File: config.mk
export PLATFORM = sky130hd
export DESIGN_NAME = axis_out_pkt_fifo
export DESIGN_NICKNAME = d
export VERILOG_FILES = /design/src/rtl/axis_out_pkt_fifo.sv
export SDC_FILE = /design/constraint.sdc
export NUM_CORES = 2
export LEC_CHECK = 0
export ABC_AREA = 0
export CORE_UTILIZATION = 40
export CTS_CLUSTER_DIAMETER = 50
export DETAILED_ROUTE_END_ITERATION = 8
export PLACE_DENSITY = 0.6
export SETUP_SLACK_MARGIN = 0.1
export SYNTH_ARGS = -nofsm -noshare
export SYNTH_HDL_FRONTEND = slang
export SYNTH_SLANG_ARGS = --single-unit
File: constraint.sdc
create_clock -name aclk -period 6.2 [get_ports aclk]
set_clock_uncertainty 0.2 [all_clocks]
set_input_delay 1.24 -clock aclk [delete_from_list [all_inputs] [get_ports aclk]]
set_output_delay 1.24 -clock aclk [all_outputs]
set_load 0.005 [all_outputs]
File: src/rtl/axis_out_pkt_fifo.sv
// axis_out_pkt_fifo
// First-word-fall-through packet buffer placed between the DNN engine's
// master stream and the output DMA. It stores {tdata, tkeep, tlast, tuser}
// beats so that engine stalls and DMA backpressure do not couple. It also
// counts the bytes and packets that are actually handed to the DMA.
//
// Ports
//   aclk, aresetn     clock (rising edge) and asynchronous active-low reset
//   s_axis_*          upstream beat input (tready/tvalid/tlast/tdata/tkeep/tuser)
//   m_axis_*          downstream beat output, driven from the head entry (FWFT)
//   level             current occupancy, 0..DEPTH
//   pkt_bytes         byte total of the last completed output packet
//   pkt_count         packets completed on the output since reset (wraps)
//   pkt_done          one-cycle pulse when pkt_bytes/pkt_count have just updated
module axis_out_pkt_fifo #(
  parameter int DATA_WIDTH = 128,
  parameter int KEEP_WIDTH = DATA_WIDTH / 8,
  parameter int USER_WIDTH = 8,
  parameter int DEPTH      = 16,
  parameter int CNT_BITS   = 32
) (
  input  logic                    aclk,
  input  logic                    aresetn,
  output logic                    s_axis_tready,
  input  logic                    s_axis_tvalid,
  input  logic                    s_axis_tlast,
  input  logic [DATA_WIDTH-1:0]   s_axis_tdata,
  input  logic [KEEP_WIDTH-1:0]   s_axis_tkeep,
  input  logic [USER_WIDTH-1:0]   s_axis_tuser,
  input  logic                    m_axis_tready,
  output logic                    m_axis_tvalid,
  output logic                    m_axis_tlast,
  output logic [DATA_WIDTH-1:0]   m_axis_tdata,
  output logic [KEEP_WIDTH-1:0]   m_axis_tkeep,
  output logic [USER_WIDTH-1:0]   m_axis_tuser,
  output logic [$clog2(DEPTH):0]  level,
  output logic [CNT_BITS-1:0]     pkt_bytes,
  output logic [CNT_BITS-1:0]     pkt_count,
  output logic                    pkt_done
);

  localparam int PTR_W   = $clog2(DEPTH);
  localparam int LVL_W   = PTR_W + 1;
  localparam int ENTRY_W = DATA_WIDTH + KEEP_WIDTH + 1 + USER_WIDTH;
  localparam logic [LVL_W-1:0] FULL_LVL = LVL_W'(DEPTH);

  // Number of set bits in a keep vector, zero-extended to the counter width.
  function automatic logic [CNT_BITS-1:0] keep_popcount(input logic [KEEP_WIDTH-1:0] keep);
    logic [CNT_BITS-1:0] cnt;
    cnt = {CNT_BITS{1'b0}};
    for (int i = 0; i < KEEP_WIDTH; i++) begin
      cnt = cnt + {{(CNT_BITS-1){1'b0}}, keep[i]};
    end
    return cnt;
  endfunction

  logic [ENTRY_W-1:0]  mem_q [DEPTH];
  logic [PTR_W-1:0]    wr_ptr_q, wr_ptr_d;
  logic [PTR_W-1:0]    rd_ptr_q, rd_ptr_d;
  logic [LVL_W-1:0]    level_q, level_d;
  logic                rdy_en_q;
  logic [CNT_BITS-1:0] run_sum_q, run_sum_d;
  logic [CNT_BITS-1:0] pkt_bytes_q, pkt_bytes_d;
  logic [CNT_BITS-1:0] pkt_count_q, pkt_count_d;
  logic                pkt_done_q, pkt_done_d;

  logic                push;
  logic                pop;
  logic                full;
  logic [CNT_BITS-1:0] beat_bytes;

  // Ready depends only on flops, so there is no m_axis_tready -> s_axis_tready path;
  // a full buffer refuses input even in a cycle where it is also popping.
  assign full          = (level_q == FULL_LVL);
  assign s_axis_tready = rdy_en_q & ~full;
  assign m_axis_tvalid = (level_q != {LVL_W{1'b0}});
  assign push          = s_axis_tvalid & s_axis_tready;
  assign pop           = m_axis_tvalid & m_axis_tready;

  assign {m_axis_tdata, m_axis_tkeep, m_axis_tlast, m_axis_tuser} = mem_q[rd_ptr_q];
  assign beat_bytes    = keep_popcount(m_axis_tkeep);

  assign level     = level_q;
  assign pkt_bytes = pkt_bytes_q;
  assign pkt_count = pkt_count_q;
  assign pkt_done  = pkt_done_q;

  // Storage write; the array is deliberately not reset.
  always_ff @(posedge aclk) begin
    if (push) begin
      mem_q[wr_ptr_q] <= {s_axis_tdata, s_axis_tkeep, s_axis_tlast, s_axis_tuser};
    end
  end

  // Next-state for pointers, occupancy and packet accounting.
  always_comb begin
    wr_ptr_d    = wr_ptr_q;
    rd_ptr_d    = rd_ptr_q;
    level_d     = level_q;
    run_sum_d   = run_sum_q;
    pkt_bytes_d = pkt_bytes_q;
    pkt_count_d = pkt_count_q;
    pkt_done_d  = 1'b0;

    if (push) begin
      wr_ptr_d = wr_ptr_q + PTR_W'(1);
    end else begin
      wr_ptr_d = wr_ptr_q;
    end

    if (pop) begin
      rd_ptr_d = rd_ptr_q + PTR_W'(1);
    end else begin
      rd_ptr_d = rd_ptr_q;
    end

    case ({push, pop})
      2'b10:   level_d = level_q + LVL_W'(1);
      2'b01:   level_d = level_q - LVL_W'(1);
      default: level_d = level_q;
    endcase

    // Bytes are counted only when a beat actually leaves towards the DMA.
    if (pop) begin
      if (m_axis_tlast) begin
        pkt_bytes_d = run_sum_q + beat_bytes;
        run_sum_d   = {CNT_BITS{1'b0}};
        pkt_count_d = pkt_count_q + CNT_BITS'(1);
        pkt_done_d  = 1'b1;
      end else begin
        run_sum_d   = run_sum_q + beat_bytes;
      end
    end else begin
      pkt_done_d = 1'b0;
    end
  end

  // State registers; reset discards buffered beats and any partial packet sum.
  always_ff @(posedge aclk or negedge aresetn) begin
    if (!aresetn) begin
      rdy_en_q    <= 1'b0;
      wr_ptr_q    <= {PTR_W{1'b0}};
      rd_ptr_q    <= {PTR_W{1'b0}};
      level_q     <= {LVL_W{1'b0}};
      run_sum_q   <= {CNT_BITS{1'b0}};
      pkt_bytes_q <= {CNT_BITS{1'b0}};
      pkt_count_q <= {CNT_BITS{1'b0}};
      pkt_done_q  <= 1'b0;
    end else begin
      rdy_en_q    <= 1'b1;
      wr_ptr_q    <= wr_ptr_d;
      rd_ptr_q    <= rd_ptr_d;
      level_q     <= level_d;
      run_sum_q   <= run_sum_d;
      pkt_bytes_q <= pkt_bytes_d;
      pkt_count_q <= pkt_count_d;
      pkt_done_q  <= pkt_done_d;
    end
  end

endmodule
; ---- After elaboration in Yosys (flattened, before gate mapping)
; Memory sizes are Yosys's and may differ from the RTL's.
; Index checks and enable logic that the tools add are counted.
[classes]
muxes = 6
addsub = 21
bitwise = 4
reduce_logical = 3
eq_ne = 3
[ops]
columns = op, count
row1 = $add A32 B1 Y32 const B, 1
row2 = $add A32 B16 Y32, 1
row3 = $mux W32, 1
row4 = $add A15 B1 Y16, 1
row5 = $add A14 B1 Y15, 1
row6 = $add A13 B1 Y14, 1
row7 = $add A12 B1 Y13, 1
row8 = $add A11 B1 Y12, 1
row9 = $add A10 B1 Y11, 1
row10 = $add A9 B1 Y10, 1
row11 = $pmux W5 S2, 1
row12 = $add A8 B1 Y9, 1
row13 = $add A4 B1 Y4 const B, 2
row14 = $add A7 B1 Y8, 1
row15 = $add A6 B1 Y7, 1
row16 = $add A5 B1 Y6, 1
row17 = $add A4 B1 Y5, 1
row18 = $add A5 B1 Y5 const B, 1
row19 = $eq A5 B5 Y1 const B, 1
row20 = $reduce_bool A5 Y1, 1
row21 = $sub A5 B1 Y5 const B, 1
row22 = $add A3 B1 Y4, 1
row23 = $mux W1, 4
row24 = $add A2 B1 Y3, 1
row25 = other kinds (7), 9
[word_totals]
ram_bits = 2448
elab_cells = 46
reg_bits = 111
out_inout_bits = 225
mem_count = 1
[memory_table]
columns = name, depth, word_bits, read_ports, rd_ports_with_merged_regs, write_ports, line
row1 = mem_q, 16, 153, 1, 0, 1, 57  ; logic [ENTRY_W-1:0] mem_q [DEPTH];

; ---- Longest topological paths before layout
; An unclocked memory read counts as a cell.
[logic_depth]
word_depth = 18
ltp_mapped = 23
depth_no_buf = 18

; ---- Worst setup path before layout
; No wires, ideal clock.
[synth_timing]
path_type = flip-flop to flip-flop
startpoint = reg rd_ptr_q[0]
endpoint = reg run_sum_q[22]
path_buffers = 5
path_stages_with_launch = 22
setup_slack_ps = -304
t_arrival_ps = 6222
path_cell_list = dfrtp_1 > buf_6 > buf_6 > buf_2 > buf_2 > mux4_2 > mux4_2 > fa_1 > inv_1 > fa_1 > fa_1 > inv_1 > fa_1 > fa_1 > fa_1 > a21oi_1 > o21ai_1 > and2_1 > clkbuf_1 > and3_1 > nand2b_1 > a31oi_1
[synth_rtl]
columns = element, line
row1 = from (decl), 59  ; logic [PTR_W-1:0] rd_ptr_q, rd_ptr_d;
row2 = from (signal assigned), 143  ; rd_ptr_q <= {PTR_W{1'b0}};
row3 = from (signal assigned), 152  ; rd_ptr_q <= rd_ptr_d;
row4 = $mem_v2 Z16 W153, -
row5 = via m_axis_tkeep[11], 34  ; output logic [KEEP_WIDTH-1:0] m_axis_tkeep,
row6 = $add A11 B1 Y12, 52  ; cnt = cnt + {{(CNT_BITS-1){1'b0}}, keep[i]};
row7 = $add A12 B1 Y13, 52
row8 = $add A13 B1 Y14, 52
row9 = $add A14 B1 Y15, 52
row10 = $add A15 B1 Y16, 52
row11 = $add A32 B16 Y32, 131  ; run_sum_d = run_sum_q + beat_bytes;
row12 = $mux W32, 125  ; if (m_axis_tlast) begin
row13 = to (signal assigned), 145  ; run_sum_q <= {CNT_BITS{1'b0}};
row14 = to (signal assigned), 154  ; run_sum_q <= run_sum_d;
row15 = to (decl), 62  ; logic [CNT_BITS-1:0] run_sum_q, run_sum_d;
; The timed path passes the listed nets, and every way through them passes these cells.
; A chain may end at the register's enable or synchronous reset.

; ---- Final worst setup path
[layout_timing]
startpoint = reg rd_ptr_q[0]
endpoint = reg pkt_bytes_q[12], in the netlist pkt_bytes[12]
[layout_via]
elab_chain_len = 17
[layout_rtl]
columns = element, line
row1 = $mem_v2 Z16 W153 *, -
row2 = $add A1 B1 Y2, 52
row3 = $add A2 B1 Y3, 52
row4 = $add A3 B1 Y4, 52
row5 = $add A4 B1 Y5, 52
row6 = $add A5 B1 Y6, 52
row7 = $add A6 B1 Y7, 52
row8 = $add A7 B1 Y8, 52
row9 = $add A8 B1 Y9, 52
row10 = $add A9 B1 Y10, 52
row11 = $add A10 B1 Y11, 52
row12 = $add A11 B1 Y12, 52
row13 = $add A12 B1 Y13, 52
row14 = $add A13 B1 Y14, 52
row15 = $add A14 B1 Y15, 52
row16 = $add A15 B1 Y16, 52
row17 = $add A32 B16 Y32, 126  ; pkt_bytes_d = run_sum_q + beat_bytes;
row18 = to (signal assigned), 146  ; pkt_bytes_q <= {CNT_BITS{1'b0}};
row19 = to (signal assigned), 155  ; pkt_bytes_q <= pkt_bytes_d;
row20 = to (decl), 63  ; logic [CNT_BITS-1:0] pkt_bytes_q, pkt_bytes_d;
; Every way passes the cells marked *; elsewhere a longest branch is shown, timed or not.

==> flow_summary.yaml <==
outcome:
  status: "finished, violations left"
  failed_checks: "DRC"
critical_path:
  r2r_cells: 19
  endpoint_kind: "flip-flop"
  r2r-start: "rd_ptr_q[0]"
  critical_path.startpoint: "rd_ptr_q[0]"
  r2r_end: "pkt_bytes[12]"
  critPathMaxFanout: 9
  critPathArrivalTime_ps: 6590
  critPathKind: "flip-flop to flip-flop"
  crit_path_end: "pkt_bytes[12]"
  required_ps: 6800
  ff2ff_setup_slack_ps: 210
  start_kind: "flip-flop"
synthesis:
  synth_nets: 4267
  yosys.cell_types.count: 51
  yosys.area.top_type_share_pct: 75.2
  ys_warn_count: 0
  synth_top_family_by_area: "multiplexers"
  synthAdderAreaFrac_pct: 0.497
  syn_area_mm2: 0.0977
  ys.flop_type: "edfxtp_1"
  yosys.area_share.simple_pct: 1.30
  yosysTopAreaCell: "edfxtp_1"
  synth.area.top_cells: "edfxtp_1 75%, mux4_2 17%, dfrtp_1 2.8%, buf_2 0.43%, clkbuf_1 0.38%"
  ys_ff_latch: 2559
  synth.most_common_cell: "edfxtp_1"
  synth_cells: 4079
  ys_seq_area_share_pct: 78.1
  synth_edf_count: 2448
  synthMuxAreaShare_pct: 17.4
  postSynth.asyncResetShare_pct: 4.34
  synth_compound_area_share_pct: 0.987
  netlist_top_cells_count: "2,448 x edfxtp_1, 734 x mux4_2, 111 x dfrtp_1, 98 x clkbuf_1, 84 x buf_2"
  synthXorXnorAreaFrac_pct: 0.636
  syn_avg_cell_area_um2: 24.0
drt:
  via_per_inst: 5.54
  vias: 45200
  drtIter0Drc: 3835
  postRouteAntennaNets: 0
  dr.pass1.iters: 7
  drcViolationCount: 4
  wire_per_inst_um: 28.3
  routed_wirelength_um: 231000
sta:
  worst_hold_slack_ps: 265
  min_period_ps: 5990
  maxSlewHeadroom_pct: 25.3
  fmax_ghz: 0.167
  hold_violations: 0
  rsz0062_at_grt: "true"
  setup_tns_ps: 0
  tightestPinTransition_ps: 1120
  slew_violations: 0
  post-route-worst-setup-slack_ps: 210
  fin_crit_sh_pct: 96.6
  setup_viol: 0
global_route:
  track_usage_pct: 18.7
  grt_remaining_overflow: 0
  grt_pass1_vias: 46800
  antenna_found_initial: 41
  grt_pass1_wl_um: 333000
  grt_max_degree: 141
clock_tree:
  cts.path.max_buffers: 4
  cts_tree: "built"
  h-tree-depth: 5
  clk_pin_slew_worst_paths_ps: 60
  cts_inserted_buffers: 314
  cts_root_buffer: "clkbuf_16"
  worst_skew_pair.late_latency_ps: 910
  cts_sinks: 2559
placed_design:
  io_buffers: 381
  place_inst: 7596
  dp_hpwl_um: 123000
  routabilityCongestion: 0.764
  pre_cts_ws_ps: 93.6
floorplanning:
  dieArea_mm2: 0.246
  die_w_um: 496
  initial_core_util_pct: 40.2
  rows: 181
  floorplan.io_pins: 382
  die_y_um: 496
  core_area_mm2: 0.243
min_path:
  hold_class: "input pin to async pin"
power_and_ir_drop:
  p_leak_uw: 0.0370
  ir_drop_v: 0.00147
  power.density_mw_per_mm2: 481
layout:
  layout.cells.non_filler: 8158
  final_util_pct: 47.9
  syn_to_final_growth_pct: 19.2
  fin_nets: 4911
  final_layout_size_suffix_gt1_share_pct: 27.7
job:
  drv_cap: 0
[cells in the final DEF, fill, tap and decap left out, drive strengths merged, types with 10 or more instances in the layout]
master and count:
a211oi 25, o21ai 31, inv 63, nand4 21, buf 155, a22o 10, mux2i 30, xor2 41
a21oi 47, nor3 18, nand2 72, xnor2 30, nand3 17, fa 13, a31oi 25, nor2 15
mux4 734, clkinv 108, mux2 15, nor4 12, edfxtp 2448, and2 26, clkdlybuf4s50 380, bufinv 20
dfrtp 111, clkinvlp 20, ha 18, and3 14, nor2b 27, clkbuf 368
[metal layers]
metal  track usage (%)  up-vias  wire length [um]
met5                 0        -               315
met2              28.6     1336            107000
li1                  -    18800                 -
met3              4.74      385             16200
met4              4.37       48              4510
met1              27.0    24600            103000
[how the worst min path moves through the flow]
stage | start | slack, ps | end
after floorplan | pkt_count[31] | 260 | pkt_count[31]
after global placement | pkt_count[31] | 260 | pkt_count[31]
after detailed placement | pkt_count[31] | 260 | pkt_count[31]
after CTS | aresetn | 240 | pkt_bytes[14]
after global routing | aresetn | 280 | level[0]
final | aresetn | 260 | level[0]
[layout make-up]
cell class / count / area, um^2
fill: 19400 / 127000
tap: 3202 / 4010
antenna: 4 / 10.0
clock inverter: 179 / 1600
clock buffer: 366 / 8170
sequential: 2559 / 76300
timing repair buffer: 539 / 5870
multi-input combinational: 1277 / 20400
inverter: 32 / 120
[worst max-delay path: stages, from the launching register on]
cell	delay [ps]
dfrtp_4	470
buf_4	140
buf_12	170
mux4_2	500
mux4_2	550
fa_1	550
fa_1	500
inv_1	50
fa_1	480
inv_1	60
fa_1	450
fa_2	370
fa_2	390
a21oi_4	180
o21ai_2	80
buf_4	170
nand2_1	80
nor2_1	50
xor2_1	150
mux2_2	270
[power breakdown]
part           switching (uW)  internal (uW)
Clock                    6960          10300
Combinational            9160           9390
Sequential                357          19900
Total                   16500          39600
[state kept, by name, indices dropped and copies added, names as in the netlist]
register   count
rdy_en_q       1
pkt_bytes     32
wr_ptr_q       4
pkt_count     32
rd_ptr_q       4
pkt_done       1
level          5
run_sum_q     32
mem_q       2448
[stage by stage]
stage / area (um^2) / power, uW
global placement: 106000 / 38900
finish: 116000 / 56100
detailed placement: 106000 / 39000
CTS: 116000 / 56500
global route: 116000 / 58600
floorplan: 97900 / 32100
[kinds of logic (layout without fill, tap and decap cells)]
group                    Yosys count  count (layout)
AO/OA/AOI/OAI                    154             154
flip-flops                      2559            2559
multiplexers                     779             779
AND/OR/NAND/NOR                  241             241
adder cells (fa/ha/maj)           31              31
other                              1               5
XOR/XNOR                          71              71
buffers and inverters            243            1116
[what timing repair did]
item                                    CTS  global route
gates resized for setup                  23            14
pin swaps                                 0             3
endpoints found under the setup margin  107            57
cloned                                    2             2
buffers inserted                          3             6
hold buffers                              0             0
(Power assumes the default switching activity.)
